<file path="src/rtl/seq_divider32_pkg.sv">
// Shared ALU package: divider state encoding, default width and counter sizing.
package seq_divider32_pkg;

  localparam int unsigned DEFAULT_WIDTH = 32;

  // FIX is only reachable when the signed build option is enabled.
  typedef enum logic [1:0] {
    IDLE = 2'd0,
    RUN  = 2'd1,
    DONE = 2'd2,
    FIX  = 2'd3
  } div_state_e;

  // Iteration counter width: enough to hold WIDTH itself.
  function automatic int unsigned cnt_width(input int unsigned w);
    return $clog2(w) + 1;
  endfunction

endpackage

</file>
<file path="src/rtl/seq_divider32_step.sv">
// One restoring-division iteration: shift in the next dividend bit, trial subtract.
module seq_divider32_step
  import seq_divider32_pkg::*;
#(
  parameter int unsigned WIDTH = DEFAULT_WIDTH
) (
  input  logic [WIDTH-1:0] rem,
  input  logic             quo_msb,
  input  logic [WIDTH-1:0] divisor,
  output logic [WIDTH-1:0] rem_next,
  output logic             q_bit
);

  // The shifted partial remainder can reach 2*divisor-1, so it keeps one extra
  // bit; the trial difference gets a second extra bit whose MSB is the borrow.
  logic [WIDTH:0]   shifted;
  logic [WIDTH+1:0] trial;
  logic             borrow;

  // Trial subtract and restore-or-keep selection.
  always_comb begin
    shifted  = {rem, quo_msb};
    trial    = {1'b0, shifted} - {2'b00, divisor};
    borrow   = trial[WIDTH+1];
    q_bit    = ~borrow;
    rem_next = borrow ? WIDTH'(shifted) : WIDTH'(trial);
  end

endmodule

</file>
<file path="src/rtl/seq_divider32.sv">
// Multi-cycle restoring divider with start/busy/done handshake.
// Optional signed mode: define SEQ_DIVIDER_SIGNED_EN (adds signed_op port and FIX state).
module seq_divider32
  import seq_divider32_pkg::*;
#(
  parameter int unsigned WIDTH = DEFAULT_WIDTH
) (
  input  logic             clk,
  input  logic             reset,
  input  logic             start,
  input  logic [WIDTH-1:0] dividend,
  input  logic [WIDTH-1:0] divisor,
`ifdef SEQ_DIVIDER_SIGNED_EN
  input  logic             signed_op,
`endif
  output logic             busy,
  output logic             done,
  output logic [WIDTH-1:0] quotient,
  output logic [WIDTH-1:0] remainder,
  output logic             div_by_zero
);

  localparam int unsigned     CW   = cnt_width(WIDTH);
  localparam logic [CW-1:0]   LAST = CW'(WIDTH - 1);

  div_state_e       state, state_next;
  logic [WIDTH-1:0] rem_q, quo_q, dvs_q;
  logic [CW-1:0]    cnt;

  logic             accept, load_op, load_zero, last_iter;
  logic [WIDTH-1:0] op_a, op_b;
  logic [WIDTH-1:0] rem_next, quo_next;
  logic             q_bit;

`ifdef SEQ_DIVIDER_SIGNED_EN
  logic             q_neg, r_neg;
  logic             a_neg, b_neg;

  // Signed operands are iterated as magnitudes; the most-negative value maps to 2^(WIDTH-1).
  always_comb begin
    a_neg = signed_op & dividend[WIDTH-1];
    b_neg = signed_op & divisor[WIDTH-1];
    op_a  = a_neg ? (~dividend + WIDTH'(1)) : dividend;
    op_b  = b_neg ? (~divisor + WIDTH'(1)) : divisor;
  end
`else
  assign op_a = dividend;
  assign op_b = divisor;
`endif

  seq_divider32_step #(.WIDTH(WIDTH)) u_step (
    .rem      (rem_q),
    .quo_msb  (quo_q[WIDTH-1]),
    .divisor  (dvs_q),
    .rem_next (rem_next),
    .q_bit    (q_bit)
  );

  assign quo_next = {quo_q[WIDTH-2:0], q_bit};

  // State register.
  always_ff @(posedge clk) begin
    if (reset) state <= IDLE;
    else       state <= state_next;
  end

  // Next-state logic.
  always_comb begin
    state_next = state;
    case (state)
      IDLE, DONE: begin
        if (start) state_next = (divisor == '0) ? DONE : RUN;
        else       state_next = IDLE;
      end
      RUN: begin
        if (cnt == LAST) begin
`ifdef SEQ_DIVIDER_SIGNED_EN
          state_next = FIX;
`else
          state_next = DONE;
`endif
        end
      end
      FIX:     state_next = DONE;
      default: state_next = IDLE;
    endcase
  end

  // Control strobes decoded from the current state.
  always_comb begin
    accept    = 1'b0;
    load_op   = 1'b0;
    load_zero = 1'b0;
    last_iter = 1'b0;
    if ((state == IDLE) || (state == DONE)) accept = start;
    load_op   = accept & (divisor != '0);
    load_zero = accept & (divisor == '0);
    last_iter = (state == RUN) && (cnt == LAST);
  end

  // Datapath, iteration counter and registered handshake/result outputs.
  always_ff @(posedge clk) begin
    if (reset) begin
      rem_q       <= '0;
      quo_q       <= '0;
      dvs_q       <= '0;
      cnt         <= '0;
      busy        <= 1'b0;
      done        <= 1'b0;
      quotient    <= '0;
      remainder   <= '0;
      div_by_zero <= 1'b0;
`ifdef SEQ_DIVIDER_SIGNED_EN
      q_neg       <= 1'b0;
      r_neg       <= 1'b0;
`endif
    end else begin
      busy <= (state_next == RUN) || (state_next == FIX);
      done <= (state_next == DONE);

      if (load_op) begin
        rem_q       <= '0;
        quo_q       <= op_a;
        dvs_q       <= op_b;
        cnt         <= '0;
        div_by_zero <= 1'b0;
`ifdef SEQ_DIVIDER_SIGNED_EN
        q_neg       <= a_neg ^ b_neg;
        r_neg       <= a_neg;
`endif
      end

      if (load_zero) begin
        quotient    <= '1;
        remainder   <= dividend;
        div_by_zero <= 1'b1;
      end

      if (state == RUN) begin
        rem_q <= rem_next;
        quo_q <= quo_next;
        cnt   <= cnt + CW'(1);
`ifndef SEQ_DIVIDER_SIGNED_EN
        if (last_iter) begin
          quotient  <= quo_next;
          remainder <= rem_next;
        end
`endif
      end

`ifdef SEQ_DIVIDER_SIGNED_EN
      // Apply result signs after the magnitude iterations complete.
      if (state == FIX) begin
        quotient  <= q_neg ? (~quo_q + WIDTH'(1)) : quo_q;
        remainder <= r_neg ? (~rem_q + WIDTH'(1)) : rem_q;
      end
`endif
    end
  end

endmodule
</file>
<file path="config.mk">
export PLATFORM = sky130hd
export DESIGN_NAME = seq_divider32
export DESIGN_NICKNAME = d
export VERILOG_FILES = /design/src/rtl/seq_divider32_pkg.sv /design/src/rtl/seq_divider32_step.sv /design/src/rtl/seq_divider32.sv
export SDC_FILE = /design/constraint.sdc
export NUM_CORES = 1
export LEC_CHECK = 0
export CORE_MARGIN = 2
export CORE_UTILIZATION = 32
export CTS_CLUSTER_DIAMETER = 80
export DETAILED_ROUTE_END_ITERATION = 6
export HOLD_SLACK_MARGIN = 0.06
export REMOVE_ABC_BUFFERS = 1
export SLEW_MARGIN = 0
export SYNTH_ARGS = -nofsm -noshare
export SYNTH_HDL_FRONTEND = slang
export SYNTH_SLANG_ARGS = --single-unit
</file>
<file path="constraint.sdc">
create_clock -name clk -period 3.7 [get_ports clk]
set_clock_uncertainty 0.2 [all_clocks]
set_input_delay 0.74 -clock clk [delete_from_list [all_inputs] [get_ports clk]]
set_output_delay 0.74 -clock clk [all_outputs]
set_load 0.02 [all_outputs]
</file>
==> results of run 1 <==
==> cell type report <==
class	count	area (sq um)	share of cell area (%)
flip-flops and latches	170	3400	31.0
inverters	41	154	1.40
well taps	341	427	3.89
clock inverters	13	144	1.31
diodes	1	2.50	0.0228
repair buffers	156	1610	14.7
clock buffers	19	443	4.03
multi-input cells	823	4790	43.6
==> logic make-up after synthesis <==
family	count (synthesis)	synth area share (%)
compound gates	306	22.4
xor+xnor	27	2.73
fa+ha+maj	34	5.01
buf+inv	118	5.58
flops	170	39.4
mux	34	3.95
simple gates	422	21.0
==> Yosys cell counts, types with 7 or more instances <==
cell type	n
ha_1	33
nand2_1	220
a22oi_1	31
inv_1	41
o21ai_1	27
a21o_1	13
and3_1	10
o21ai_0	24
nor3_1	71
nor4_1	8
dfxtp_1	170
clkbuf_1	69
a31o_2	25
mux2i_1	33
nand4_1	8
nand3_1	8
a211oi_1	10
nor2_1	75
a21oi_1	133
xor2_1	7
xnor2_1	20
==> stage by stage <==
step | TNS, ns | util (%)
6_report | 0 | 41.1
5_1_grt | 0 | 41.1
4_1_cts | 0 | 41.1
3_5_place_dp | 0 | 38.9
3_3_place_gp | 0 | 38.9
2_1_floorplan | -150.55 | -
==> worst paths after layout <==
path	depth (start not counted)	endpoint	slack (ns)	start
hold / removal	2	dvs_q[12]	0.25	dvs_q[12]
setup reg to reg	12	rem_q[0]	0.34	dvs_q[4]
setup / recovery	12	rem_q[0]	0.34	dvs_q[4]
hold reg to reg	2	dvs_q[12]	0.25	dvs_q[12]
==> routing by layer <==
| layer | vias to the layer above | track usage [%] | share of wire [%] |
|---|---|---|---|
| li1 | 4078 | - | - |
| met4 | 0 | 4.31 | 1.3 |
| met1 | 3773 | 25.0 | 48 |
| met3 | 22 | 2.94 | 4.6 |
| met2 | 183 | 28.0 | 46 |
| met5 | - | 0 | 0 |
==> placed cells by master, fill, tap and decap left out, types with 6 or more instances in the layout <==
| master | Yosys | final |
|---|---|---|
| nor4_1 | 8 | 8 |
| nand2_1 | 220 | 220 |
| nor3_1 | 71 | 69 |
| buf_12 | 1 | 9 |
| a21o_1 | 13 | 13 |
| dfxtp_1 | 170 | 170 |
| clkdlybuf4s50_1 | 0 | 132 |
| clkbuf_16 | 0 | 17 |
| a22oi_1 | 31 | 31 |
| nand4_1 | 8 | 8 |
| xnor2_1 | 20 | 20 |
| nand2b_1 | 6 | 6 |
| and3_1 | 10 | 10 |
| xor2_1 | 7 | 7 |
| o21ai_0 | 24 | 24 |
| a21oi_1 | 133 | 133 |
| a211oi_1 | 10 | 10 |
| nand3_1 | 8 | 8 |
| o211ai_1 | 6 | 6 |
| inv_1 | 41 | 41 |
| a31o_2 | 25 | 25 |
| ha_1 | 33 | 33 |
| buf_4 | 0 | 15 |
| mux2i_1 | 33 | 33 |
| o21ai_1 | 27 | 27 |
| nor2_1 | 75 | 72 |
==> flip-flops by register name, indices dropped and copies added, names as in the netlist <==
signal	cells
div_by_zero	1
quotient	32
state	2
remainder	32
done	1
quo_q	32
dvs_q	32
cnt	6
rem_q	32
==> report_power, final <==
group / internal, uW / switching [uW] / leakage (uW)
clock: 1020 / 774 / 0.000282
sequential: 1990 / 152 / 0.00138
combinational: 1990 / 2630 / 0.00263
==> worst max-delay path, delay by kind of cell, from the launching register on <==
family,cells,cell delay (ns)
buffers and inverters,2,0.34
adders and majority gates,1,0.32
DFF,1,0.33
AOI/OAI and AO/OA,8,1.68
muxes,1,0.38
==> results.cfg, run 1 <==
[cts]
h-tree-depth = 4
cts_made_buffers = 17
ctsHoldBuffers = 0
cts_setup_buffers = 0
root_buffer = clkbuf_16
cts_sinks = 170
path_clk_slew_ns = 0.07
cts_tree = yes
clkLatencyLatePin_ns = 0.43
clock_path_buffers = 2
post_cts_resized = 0

[floorplanning]
pin_count = 134
num_rows = 60
die_w_um = 168
start_util_pct = 32.4
coreArea_sq_um = 26700
die_y_um = 168
dieArea_sq_um = 28400

[route]
first_iter_violations = 583
firstDrtPassIters = 5
final_antenna_net_count = 0
drt-total-wl_um = 25300
viasPerCell = 5.15
routedWlPerCell_um = 16.2
num_vias = 8056
post-route-drc-count = 0

[timing]
finalMaxSlewViolations = 0
rsz0062_at_grt = false
clock.fmax_mhz = 298
hold_violations = 0
finalCriticalPeriod_ns = 3.36
finalSetupViolations = 0
tightest_slew_ns = 0.856
min_period_over_period_pct = 90.8
hold_ws_ns = 0.254
setup_slack_ns = 0.342
max_slew_margin_pct = 42.7

[place]
gp_congestion = 0.891
port_buffers = 133
post-place-ws_ns = 0.208
hpwl_um = 18600
place_area_sq_um = 10400
dp_cells = 1531

[power]
power_uw = 8550
power_density_nw_per_um2 = 779
ir_drop_uv = 545
p_leak_uw = 0.00430

[critical_path]
crit_type = reg2reg
setup.worst_path.start_class = flop
crit_path_max_incr_delay_ns = 0.38
path_cells = inv_1, ha_1, a21o_1, a211o_1, o21ai_2, a21oi_2, a21boi_4, o21ai_2, a2111oi_4, buf_12, mux2_2, o21ai_0
cp_max_fo = 35
crit_required_ns = 3.85
crit_path_end_kind = flop
cp_common_cell = o21ai_2
arrival_ns = 3.51
slowest_stage = a2111oi_4

[grt]
grt_pass1_wl_um = 40600
grt_max_degree = 82
grt_overflow_total = 0
antenna_found_initial = 1
grtUsageTotal_pct = 17.7
grt_pass1_vias = 7470

[yosys]
synth_top_area_share_pct = 39.4
async_reset_ff_share_pct = 0
synth_area_sq_um = 8650
synth_cell_types = 60
synth_flop_cell = dfxtp_1
seq_area_frac_synth_pct = 39.4
avgSynthCellArea_sq_um = 7.78
synth_edf_count = 0
ys_seq_elements = 170
yosys.area.top_type = dfxtp_1
synthCells = 1111
synthTopCellsByArea = dfxtp_1 (39%), nand2_1 (9.5%), a21oi_1 (7.7%), ha_1 (4.8%), nor3_1 (4.1%)
yosys_warnings = 0

[cells_and_area]
areaGrowthSynthToFinish_pct = 27.0
drive_gt1_share_pct = 8.10
fillCellCount = 2725
fin_nets = 1310
fin_area_sq_um = 11000
final_cells = 1564

[hold_path]
hold_class = reg2reg

[outcome]
status = completed

[job]
drv_cap = 0
No activity file was read; power rests on OpenSTA's default activity.
==> inputs of run 2 (changes only) <==
CTS_CLUSTER_DIAMETER = 150   (was 80)
==> results of run 2 <==
No change in the layout: final DEF, timing and power equal those of run 1.
==> inputs of run 3 (changes only) <==
ABC_AREA = 1   (was default)
CAP_MARGIN = 20   (was default)
==> run 3 against run 2 <==
Power down 39%. Die area up 14%. Critical path depth shrank 4. Via count increased by 22%. Setup slack better by 0.19 ns. Utilization down 1.2 points. Design area up 11%. Combinational power is 71% lower. Synthesized cell count is 39% higher. Hold slack better by 0.0040 ns. Global-route usage is 0.54 points higher. Non-clock buffer count is 1 lower.
==> results.cfg, run 3 <==
[power]
ir_drop_uv = 333
power_density_nw_per_um2 = 426
p_leak_uw = 0.00554
power_uw = 5180

[place]
gp_congestion = 0.954
hpwl_um = 22100
place_area_sq_um = 11500
port_buffers = 133

[cts]
cts_sinks = 170
cts_made_buffers = 17
clock_path_buffers = 2
cts_tree = yes
clkLatencyLatePin_ns = 0.43
post_cts_resized = 0
h-tree-depth = 4
path_clk_slew_ns = 0.07
cts_setup_buffers = 0
ctsHoldBuffers = 0
root_buffer = clkbuf_16

[yosys]
synth_flop_cell = dfxtp_1
avgSynthCellArea_sq_um = 6.36
synth_common_cells = nand2_1 (465), inv_1 (229), dfxtp_1 (170)
yosys.area.top_type = dfxtp_1
seq_area_frac_synth_pct = 34.5
synth_edf_count = 0
synth_top_area_share_pct = 34.5
synthTopCellsByArea = dfxtp_1 (35%), nand2_1 (18%), inv_1 (8.7%), nand3_1 (8.4%), o21ai_0 (5.4%)
async_reset_ff_share_pct = 0
yosys_warnings = 0
synthCells = 1549
synth_area_sq_um = 9850
yosysMostFrequentCell = nand2_1
synth_cell_types = 37
ys_seq_elements = 170

[cells_and_area]
drive_gt1_share_pct = 6.09
antenna_cells = 0
fin_nets = 1746
areaGrowthSynthToFinish_pct = 23.3
fin_area_sq_um = 12100
final_cell_mix = nand2_1 (463), inv_1 (228), dfxtp_1 (170), nand3_1 (165), clkdlybuf4s50_1 (133)
layout_commonest_cell = nand2_1

[timing]
tightest_slew_ns = 0.883
clock.fmax_mhz = 316
finalCriticalPeriod_ns = 3.16
min_period_over_period_pct = 85.5
rsz0062_at_grt = false
hold_violations = 0
finalSetupViolations = 0
finalMaxSlewViolations = 0
max_slew_margin_pct = 41.1

[grt]
grt_max_degree = 98
antenna_found_initial = 0
grt_overflow_total = 0
grtUsageTotal_pct = 18.2
grt_pass1_wl_um = 48200
grt_pass1_vias = 9327

[route]
viasPerCell = 4.80
drt-total-wl_um = 29400
post-route-drc-count = 0
first_iter_violations = 663
firstDrtPassIters = 5
final_antenna_net_count = 0
num_vias = 9859
routedWlPerCell_um = 14.3

[critical_path]
crit_path_end_kind = flop
arrival_ns = 3.28
setup.worst_path.start_class = input pin
cp_max_fo = 41
crit_required_ns = 3.81
crit_type = in2reg

[floorplanning]
start_util_pct = 32.4
die_y_um = 179
coreArea_sq_um = 30400
dieArea_sq_um = 32200
die_w_um = 179
pin_count = 134
num_rows = 64

[hold_path]
hold_class = reg2reg

[job]
drv_cap = 0

[outcome]
status = completed
## run 3: changes by cell type after synthesis, moves of 26 or more
| cell | change |
|---|---|
| a22oi_1 | -31 |
| o21ai_0 | +82 |
| a21oi_1 | -48 |
| mux2i_1 | -33 |
| o21ai_1 | -26 |
| a31oi_1 | +61 |
| nor3_1 | -63 |
| nand3_1 | +157 |
| nand2_1 | +245 |
| inv_1 | +188 |
## run 3: worst paths after layout
kind,startpoint,endpoint,slack (ns),cells after the start
max,divisor[7],dvs_q[0],0.54,8
min,dvs_q[23],dvs_q[23],0.26,2
max reg2reg,rem_q[19],remainder[22],0.90,13
min reg2reg,dvs_q[23],dvs_q[23],0.26,2
## run 3: per-layer routing
layer  vias up  share of wire (%)  GRT usage [%]
met3        47                5.9           2.84
met4         0                2.5           5.89
met2       267                 44           29.1
met1      4408                 48           25.1
li1       5137                  -              -
met5         -                  0              0
## run 3: critical path, stage by stage
cell,delay [ns]
clkdlybuf4s50_1,0.42
nor4_1,0.64
nand3_1,0.40
o21ai_4,0.30
buf_4,0.38
inv_1,0.18
nor2_1,0.13
nor2_1,0.05
## run 3: kinds of logic after synthesis
kind of cell / Yosys count / share of synthesized area [%]
AOI/OAI and AO/OA: 262 / 14.4
xor gates and xnor gates: 14 / 1.24
adders and majority gates: 34 / 4.39
buffers and inverters: 313 / 12.8
DFF: 170 / 34.5
and+or+nand+nor: 756 / 32.7
## run 3: stage by stage
stage	hold slack [ns]	worst slack, ns	setup TNS (ns)	instances	util [%]
after global routing	0.277	0.392	0	2054	39.9
after CTS	0.266	0.516	0	2054	39.9
final	0.258	0.536	0	2054	39.9
after global placement	0.248	0.0777	0	2022	37.9
after floorplan	0.235	-2.15	-153.00	1471	-
after detailed placement	0.256	0.0541	0	2022	37.9
## run 3: cell type report
type | count | area (sq um)
Sequential cell | 170 | 3400
Inverter | 235 | 882
Multi-Input combinational cell | 1066 | 5210
Timing Repair Buffer | 155 | 1560
Tap cell | 396 | 495
Clock buffer | 17 | 425
Clock inverter | 15 | 174
Fill cell | 3264 | 18300
## run 3: report_power, final
part	internal (uW)	leakage, uW	switching, uW
Sequential	1920	0.00139	62.1
Combinational	457	0.00386	900
Clock	967	0.000291	865
Total	3350	0.00554	1830
